==> src/rtl/figo_fsm.sv <==
// Serial detector for the "110", "101" and "010" patterns with a registered one-hot detect vector.
// Optional macro FIGO_NONOVERLAP_EN: each match restarts the history, so matches cannot overlap.
module figo_fsm (
   input  logic       clk,
   input  logic       reset,
   input  logic       inbit,
   output logic [2:0] detect
);

   // state  | meaning
   // S_IDLE | no bits seen since reset (or since the last match when non-overlapping)
   // S_0    | one bit seen, it was 0
   // S_1    | one bit seen, it was 1
   // S_00   | last two bits 0,0
   // S_01   | last two bits 0,1
   // S_10   | last two bits 1,0
   // S_11   | last two bits 1,1
   typedef enum logic [2:0] {
      S_IDLE = 3'd0,
      S_0    = 3'd1,
      S_1    = 3'd2,
      S_00   = 3'd3,
      S_01   = 3'd4,
      S_10   = 3'd5,
      S_11   = 3'd6
   } state_t;

   state_t     state_q, state_d;
   logic [2:0] detect_q, detect_d;
   logic       in_known;

   // An X/Z input freezes the FSM in simulation; synthesis sees this as constant 1.
   assign in_known = (inbit === 1'b0) || (inbit === 1'b1);

   always_ff @(posedge clk) begin
      if (reset) begin
         state_q  <= S_IDLE;
         detect_q <= 3'b000;
      end else begin
         state_q  <= state_d;
         detect_q <= detect_d;
      end
   end

   always_comb begin
      state_d = state_q;
      if (in_known) begin
         case (state_q)
            S_IDLE:  state_d = inbit ? S_1  : S_0;
            S_0:     state_d = inbit ? S_01 : S_00;
            S_1:     state_d = inbit ? S_11 : S_10;
            S_00:    state_d = inbit ? S_01 : S_00;
            S_01:    state_d = inbit ? S_11 : S_10;
            S_10:    state_d = inbit ? S_01 : S_00;
            S_11:    state_d = inbit ? S_11 : S_10;
            default: state_d = S_IDLE;
         endcase
`ifdef FIGO_NONOVERLAP_EN
         if (detect_d != 3'b000) begin
            state_d = S_IDLE;
         end
`endif
      end
   end

   always_comb begin
      detect_d = 3'b000;
      if (in_known) begin
         case (state_q)
            S_11:    detect_d[0] = ~inbit;
            S_10:    detect_d[1] = inbit;
            S_01:    detect_d[2] = ~inbit;
            default: detect_d = 3'b000;
         endcase
      end
   end

   assign detect = detect_q;

endmodule

==> config.mk <==
export PLATFORM = sky130hd
export DESIGN_NAME = figo_fsm
export DESIGN_NICKNAME = d
export VERILOG_FILES = /design/src/rtl/figo_fsm.sv
export SDC_FILE = /design/constraint.sdc
export NUM_CORES = 1
export LEC_CHECK = 0
export ABC_AREA = 1
export ABC_CLOCK_PERIOD_IN_PS = 800
export BUFFER_PORTS_ARGS = -buffer_cell sky130_fd_sc_hd__buf_2
export CORE_AREA = 2 2 39 41
export CTS_CLUSTER_DIAMETER = 120
export CTS_CLUSTER_SIZE = 40
export DETAILED_ROUTE_END_ITERATION = 8
export DIE_AREA = 0 0 41 43
export HOLD_SLACK_MARGIN = 0.06
export PLACE_DENSITY = 0.35
export SYNTH_ARGS = -nofsm -noshare
export SYNTH_HDL_FRONTEND = slang
export SYNTH_SLANG_ARGS = --single-unit
==> constraint.sdc <==
create_clock -name clk -period 0.8 [get_ports clk]
set_input_delay 0.16 -clock clk [delete_from_list [all_inputs] [get_ports clk]]
set_output_delay 0.16 -clock clk [all_outputs]
set_load 0.01 [all_outputs]
After elaboration in Yosys (flattened, before gate mapping)
Index checks and enable logic that the tools add are counted.

Eq/ne operators: 8. Reduce and logical (&&, ||, !) cells: 7. Bitwise operators: 5. Multiplexer cells: 4.

Operator list (number): $reduce_or 3->1 (5); $eq 3x3->1 const B (3); $pmux 3 s3 (1); $eq 3x2->1 const B (2); $not 1->1 (5); $mux 2 (2); $eq 3x1->1 const B (1); $logic_not 3->1 (1); $mux 3 (1); $eqx 1x1->1 const B (2); $logic_or 1x1->1 (1).

Word-level logic and storage cells: 28. Bits of input ports: 3. Register bits after elaboration: 6. Output and inout port bits: 3.

Longest topological paths before layout
Gate-level depths: netlist of the first run.

Word-level depth: 4. Depth in mapped cells: 4. Gate-level depth less buffers: 4.

Worst setup path after synthesis of the first run
Ideal clock, no wire load.

Path kind: flip-flop to flip-flop. From: register state_q[0]. To: register state_q[2]. Library setup time: 0.122 ns. Clock period less this slack: 0.661 ns. Cell stages (with the launch flop): 4. Data arrival time: 0.539 ns. Path buffers: 0. Setup slack: 0.139 ns. Path through: dfxtp_1 > nand3_1 > nand2_1 > a21oi_1.

Cells in the longest elaborated chain, start to end: 3. Elaborated cells between the ends (all ways): 10.

Ends and longest elaborated chain: start: declaration (line 28) `state_t state_q, state_d;`; start signal: assignment (line 40) `state_q <= state_d;`; $eq 3x3->1, or another cell as far along (line 48) `case (state_q)`; $reduce_or 3->1 (no source line); $pmux 3 s3 * (line 48).

Every way passes the cells marked *; elsewhere a longest branch is shown, timed or not. A chain may end at the register's enable or synchronous reset.

Final worst setup path of the first run
From: register detect_q[0] (netlist: detect[0]). To: output port detect[0].

RTL lines: start: declaration (line 29) `logic [2:0] detect_q, detect_d;`; start signal: assignment (line 41) `detect_q <= detect_d;`; end: declaration (line 7) `output logic [2:0] detect`.

No word-level cell between the ends.

==> flow_summary.toml, run 1 <==
[logic_synthesis]
synth_top_family_by_area = "simple AND/OR/NAND/NOR gates"
yosys.area.top_type = "dfxtp_1"
synth_adder_area_share = 0
synth_nets = 27
ys_seq_elements = 6
muxShareOfSynthArea = 0
ys_top_cells_by_area = "dfxtp_1 60%, nand3_1 7.5%, nor2_1 7.5%"
synth-compound-area-share = 0.05000
syn_inst = 24
yosysSeqAreaShare = 0.6000
synth_cell_type_count = 10
yosys.area.top_type_share = 0.6000
synth_area_per_cell_um2 = 8.341
yosys_warnings = 0
synthSimpleGateAreaFrac = 0.2750
syn_area_um2 = 200.2
synth_xor_area_frac = 0

[layout]
utilization = 0.1935
drive_above_1_share = 0.3125
fillers = 155
nets = 37
fin_cells = 48
diodes = 0
syn_to_final_growth_pct = 33.75
seq_area_um2 = 120.1
multi_input_area_um2 = 65.06

[routing]
drtPass1Iterations = 1
detail_route.wl_per_cell_um = 6.521
drtIter0Drc = 0
route.detailed.drc = 0
drt_wl_total_um = 313
ant_nets = 0
vias = 162
via_per_inst = 3.375

[timing]
post-route-period-util = 1.021
relSlewSlack = 0.9085
hold_viol_final = 0
setup_violations = 3
period_needed_ps = 816.6
worst_slew_pin_slew_ps = 135.8
fin_ws_ps = -16.62
rsz0062_at_grt = "true"
clock_skew_ps = 2.735
fmax_mhz = 1225
slew_violations = 0

[min_path]
min_from = "reset"
hold_path_class = "input pin to register"

[clocking]
clk_pin_slew_ps = 40
cts-root-buf = "clkbuf_4"
post_cts_buffers = 0
numCtsBuffers = 3
cts_hold_buf = 0
cts_resized = 0
cts.sinks = 6
cts_tree = "yes"
clockBufferDepth = 2
htreeDepth = 1
clk_latency_ps = 240

[global_routing]
grt_use_met3 = 0.09424
grt_use_met2 = 0.04688
first_global_vias = 126
use_met1 = 0.04194
overflow = 0
grt_pass1_wl_um = 469
antenna_found_initial = 0
top_usage_layer = "met3"
grt_use_total = 0.05226
grt_max_degree = 5

[critical_path]
crit_buf_inv = 1
start_kind = "register"
critPathMaxFanout = 1
crit_chain = "buf_2"
reg2reg_from = "state_q[1]$_SDFF_PP0_"
max_stage_delay_ps = 290
endpoint_kind = "primary output"
crit_path_top_delay_cell = "dfxtp_1"
crit_type = "register to primary output"
reg2reg_setup_slack_ps = 90
crit_path_start = "detect[0]$_SDFF_PP0_"
cp_data_required_time_ps = 640
crit_arrival_ps = 660
crit_family = "flip-flops"

[floorplan]
io_pins = 6
die_y_um = 43
core_um2 = 1384
die_w_um = 41
die_area_um2 = 1763
placementRows = 14
initial_core_util = 0.1447

[power_and_ir_drop]
power_leakage_nw = 0.1339
power.density_nw_per_um2 = 2369
ir_drop_uv = 1096

[placed_design]
hpwlAfterDp_um = 243.1
place_congestion = 0.7259
port-buffer-count = 5
dp.cells = 45

[flow_run]
maxCapViolations = 0

[status]
outcome = "finished with violations"
violations = "negative setup slack"
synth_stat cells:
library cell and number:
a21oi_1 1, dfxtp_1 6, inv_1 3, inv_2 1, nand2_1 3, nand2_2 1, nand3_1 3, nand3b_1 1
nor2_1 4, o21ai_0 1
metrics by stage:
| step | setup slack (ps) | hold WS, ps | power (W) | setup TNS (ps) | instance area, µm² |
|---|---|---|---|---|---|
| 3_3_place_gp | 101.2 | 463.5 | 0.0003670 | 0 | 245.2 |
| 5_1_grt | -67.24 | 210.7 | 0.0006873 | -170.7 | 267.8 |
| 3_5_place_dp | 100.1 | 461.1 | 0.0003661 | 0 | 245.2 |
| 6_report | -16.62 | 202.2 | 0.0006344 | -46.20 | 267.8 |
| 4_1_cts | -29.09 | 198.1 | 0.0006502 | -79.58 | 267.8 |
| 2_1_floorplan | 139.2 | 329.8 | 0.0003534 | 0 | 200.2 |
per-layer routing:
| layer | up-vias | routed length, µm |
|---|---|---|
| li1 | 90 | - |
| met1 | 62 | 131 |
| met2 | 8 | 112 |
| met3 | 2 | 61 |
| met4 | 0 | 8 |
| met5 | - | 0 |
sequential cells by signal (all words and copies together), names as in the netlist:
register,count
detect,3
state_q,3
final cells by class:
cell class / instances / share of cell area
repair buffers: 5 / 0.09346
flip-flops and latches: 6 / 0.4486
well taps: 16 / 0.07477
clock buffers: 3 / 0.08411
multi-input cells: 14 / 0.2430
inverters: 4 / 0.05607
placed cells by master, fill, tap and decap left out:
master,n
inv_2,1
nand3_1,3
o21ai_0,1
nor2_1,4
nand2_2,1
inv_1,3
a21oi_1,1
nand3b_1,1
dfxtp_1,6
buf_2,5
clkbuf_4,3
nand2_1,3
final timing paths:
| path | depth (start not counted) | end |
|---|---|---|
| worst max-delay path | 1 | detect[0] |
| worst min-delay path | 4 | detect[0]$_SDFF_PP0_ |
| worst max register to register | 3 | state_q[2]$_SDFF_PP0_ |
| worst min register to register | 2 | detect[0]$_SDFF_PP0_ |
report_power, final:
group / switching, W / internal, W
sequential: 0.00000972 / 0.000313
clock: 0.000104 / 0.000169
combinational: 0.0000212 / 0.0000164
total: 0.000135 / 0.000499
cell families after synthesis:
| kind of cell | after synthesis |
|---|---|
| flip-flops | 6 |
| AO/OA/AOI/OAI | 2 |
| AND/OR/NAND/NOR | 12 |
| buffers and inverters | 4 |
Power figures use the tool's default switching activity.
==> run 2: changes to the inputs <==
- PLACE_DENSITY: 0.35 -> default
- SKIP_LAST_GASP: default -> 1
==> flow_summary.toml, run 2 (synthesis results as in run 1) <==
[routing]
ant_nets = 0
vias = 162
drt_wl_total_um = 324
detail_route.wl_per_cell_um = 6.750
drtPass1Iterations = 2
route.detailed.drc = 0
drtIter0Drc = 6
via_per_inst = 3.375

[critical_path]
cp.depth = 1
endpoint_kind = "primary output"
crit_type = "register to primary output"
crit_buf_inv = 1
cp_data_required_time_ps = 640
start_kind = "register"
critPathMaxFanout = 1
max_stage_delay_ps = 290
crit_chain = "buf_2"
crit_path_top_delay_cell = "dfxtp_1"
crit_family = "flip-flops"
crit_arrival_ps = 640
ff2ff_path_depth = 3

[global_routing]
overflow = 0
grt_max_degree = 5
grt_use_total = 0.05628
antenna_found_initial = 0
grt_pass1_wl_um = 558
first_global_vias = 139

[layout]
diodes = 0
final_common_cell = "dfxtp_1"
nets = 37
syn_to_final_growth_pct = 33.75
final_cell_mix = "6 x dfxtp_1, 5 x buf_2, 4 x nor2_1"
post-route-cell-area_um2 = 267.8
drive_above_1_share = 0.3125

[clocking]
htreeDepth = 1
clockBufferDepth = 2
cts_hold_buf = 0
numCtsBuffers = 3
clk_latency_ps = 240
cts.sinks = 6
cts-root-buf = "clkbuf_4"
cts_tree = "yes"
clk_pin_slew_ps = 40

[timing]
clock_skew_ps = 4.828
setup-tns-final_ps = -11.40
fin_ws_ps = -4.138
slew_violations = 0
rsz0062_at_grt = "true"
fin_hold_ws_ps = 209.7
fmax_mhz = 1244
relSlewSlack = 0.9082
worst_slew_pin_slew_ps = 136.2
post-route-period-util = 1.005
hold_viol_final = 0
period_needed_ps = 804.1
setup_violations = 3

[floorplan]
die_y_um = 43
die_w_um = 41
io_pins = 6
initial_core_util = 0.1447
placementRows = 14
die_area_um2 = 1763
core_um2 = 1384

[flow_run]
maxCapViolations = 0

[power_and_ir_drop]
power_leakage_nw = 0.1339
ir_drop_uv = 1063
power.density_nw_per_um2 = 2352

[placed_design]
place_congestion = 0.6877
placed_area_um2 = 245.2
port-buffer-count = 5
hpwlAfterDp_um = 248.5

[status]
outcome = "finished with violations"
violations = "negative setup slack"

[min_path]
min_path_cells = 4
hold_path_class = "input pin to register"
[run 2: cell counts in the layout (fill, tap and decap cells not counted)]
No cell type changed its count.
[run 2: layout make-up]
class	instances	area (µm²)
clock buffer	3	22.52
fill	159	1116
inverter	4	15.01
multi-input combinational	14	65.06
sequential	6	120.1
tap	16	20.02
timing repair buffer	5	25.02
[run 2: routing by layer]
layer / track usage / part of all wire
met2: 0.04375 / 0.32
met3: 0.07853 / 0.11
met1: 0.06774 / 0.57
met5: 0 / 0
met4: 0.04000 / 0
[run 2: repair_timing]
item | in CTS | in global routing
endpoints found under the setup margin | 3 | 3
resized for setup | 0 | 0
setup buffers | 0 | 0
gates cloned | 0 | 0
hold endpoints to repair | 0 | 0
pin swaps | 0 | 0
[run 2: worst paths after layout]
path | start | endpoint | slack (ps)
worst max-delay path | detect[0]$_SDFF_PP0_ | detect[0] | -4
worst min-delay path | reset | detect[0]$_SDFF_PP0_ | 210
worst max register to register | state_q[2]$_SDFF_PP0_ | state_q[2]$_SDFF_PP0_ | 80
worst min register to register | state_q[1]$_SDFF_PP0_ | detect[0]$_SDFF_PP0_ | 490
[run 2: power by group]
part           internal (W)  switching [W]  leakage [nW]
logic             0.0000164      0.0000220        0.0709
clock network      0.000169      0.0000990        0.0138
registers          0.000313      0.0000102        0.0492
[run 2: worst register-to-register path, cell delays in order, from the launching register on]
cell and delay, ps:
dfxtp_1 370, nand3_1 110, nand2_1 90, a21oi_1 40
[run 2: stage by stage]
stage | cells | power, W | setup slack (ps) | utilization
6_report | 48 | 0.0006298 | -4.138 | 0.1935
5_1_grt | 48 | 0.0006793 | -52.16 | 0.1935
3_3_place_gp | 45 | 0.0003657 | 103.6 | 0.1772
3_5_place_dp | 45 | 0.0003670 | 88.40 | 0.1772
4_1_cts | 48 | 0.0006460 | -17.80 | 0.1935
2_1_floorplan | 24 | 0.0003534 | 139.2 | -
==> run 3: changes to the inputs <==
- PLACE_DENSITY_LB_ADDON: default -> 0.1
==> flow_summary.toml, run 3 (synthesis results as in run 1) <==
[layout]
utilization = 0.1935
fin_cells = 48
drive_above_1_share = 0.3125
final_cell_mix = "6 x dfxtp_1, 5 x buf_2, 4 x nor2_1"
syn_to_final_growth_pct = 33.75
final_common_cell = "dfxtp_1"
diodes = 0
nets = 37

[critical_path]
crit_buf_inv = 1
max_stage_delay_ps = 300
critPathMaxFanout = 1
reg2reg_to = "state_q[2]$_SDFF_PP0_"
crit_path_top_delay_cell = "dfxtp_1"
crit_arrival_ps = 650
reg2reg_from = "state_q[2]$_SDFF_PP0_"
cp_data_required_time_ps = 640
start_kind = "register"
crit_chain = "buf_2"
reg2reg_setup_slack_ps = 80
crit_family = "flip-flops"
endpoint_kind = "primary output"
crit_type = "register to primary output"
ff2ff_path_depth = 3

[clocking]
cts_resized = 0
clk_latency_ps = 240
clk_pin_slew_ps = 40
htreeDepth = 1
numCtsBuffers = 3
cts_tree = "yes"
clockBufferDepth = 2
cts-root-buf = "clkbuf_4"
cts.sinks = 6

[power_and_ir_drop]
ir_drop_uv = 753.7
power_leakage_nw = 0.1339
power.density_nw_per_um2 = 2371

[timing]
hold_viol_final = 0
fin_hold_ws_ps = 206.6
fmax_mhz = 1228
relSlewSlack = 0.9112
fin_ws_ps = -14.24
rsz0062_at_grt = "true"
clock_skew_ps = 0.2997
period_needed_ps = 814.2
post-route-period-util = 1.018
setup_violations = 3
slew_violations = 0
worst_slew_pin_slew_ps = 131.8

[routing]
via_per_inst = 3.521
drt_wl_total_um = 364
ant_nets = 0
vias = 169
detail_route.wl_per_cell_um = 7.583
drtPass1Iterations = 4
route.detailed.drc = 0
drtIter0Drc = 2

[flow_run]
maxCapViolations = 0

[floorplan]
io_pins = 6
die_y_um = 43
placementRows = 14
initial_core_util = 0.1447
die_area_um2 = 1763
die_w_um = 41
core_um2 = 1384

[global_routing]
grt_pass1_wl_um = 607
grt_max_degree = 5
grt_use_total = 0.05942
overflow = 0
first_global_vias = 152
antenna_found_initial = 0

[min_path]
min_path_cells = 4
hold_path_class = "input pin to register"
min_from = "reset"
whs_endpoint = "detect[0]$_SDFF_PP0_"

[placed_design]
hpwlAfterDp_um = 274.2
port-buffer-count = 5
dp.cells = 45
place_ws_ps = 86.21
place_congestion = 0.7288

[status]
outcome = "finished with violations"
violations = "negative setup slack"
-- run 3: area by class of cell --
class | instances | area [µm²]
Clock buffer | 3 | 22.52
Fill cell | 151 | 1116
Inverter | 4 | 15.01
Multi-Input combinational cell | 14 | 65.06
Sequential cell | 6 | 120.1
Tap cell | 16 | 20.02
Timing Repair Buffer | 5 | 25.02
-- run 3: where the power goes --
part | switching (W) | internal [W] | total, W
combinational | 0.0000220 | 0.0000164 | 0.0000383
sequential | 0.00000993 | 0.000313 | 0.000323
clock | 0.000104 | 0.000169 | 0.000273
total | 0.000136 | 0.000499 | 0.000635
-- run 3: worst max path at each step --
stage / endpoint / slack [ps] / cells after the start / start
floorplan: state_q[2]$_SDFF_PP0_ / 140 / 3 / state_q[0]$_SDFF_PP0_
global placement: state_q[2]$_SDFF_PP0_ / 70 / 3 / state_q[2]$_SDFF_PP0_
detailed placement: state_q[2]$_SDFF_PP0_ / 90 / 3 / state_q[2]$_SDFF_PP0_
CTS: detect[0] / -30 / 1 / detect[0]$_SDFF_PP0_
global route: detect[1] / -50 / 1 / detect[1]$_SDFF_PP0_
finish: detect[0] / -10 / 1 / detect[0]$_SDFF_PP0_
-- run 3: repair_timing --
action,CTS,global route
pin swaps,0,0
hold endpoints to repair,0,0
setup buffers,0,0
setup endpoints to repair,3,3
hold buffers,0,0
-- run 3: per-stage QoR --
stage / area, µm² / total power [W] / TNS (ps)
floorplan: 200.2 / 0.0003534 / 0
global placement: 245.2 / 0.0003689 / 0
detailed placement: 245.2 / 0.0003676 / 0
CTS: 267.8 / 0.0006566 / -83.38
global route: 267.8 / 0.0006788 / -121.1
finish: 267.8 / 0.0006348 / -36.61
-- run 3: routing by layer --
| metal | GRT usage | wire (µm) | up-vias |
|---|---|---|---|
| li1 | - | - | 91 |
| met3 | 0.07853 | 41 | 2 |
| met5 | 0 | 0 | - |
| met4 | 0.04000 | 8 | 0 |
| met1 | 0.06169 | 169 | 71 |
| met2 | 0.05938 | 145 | 5 |
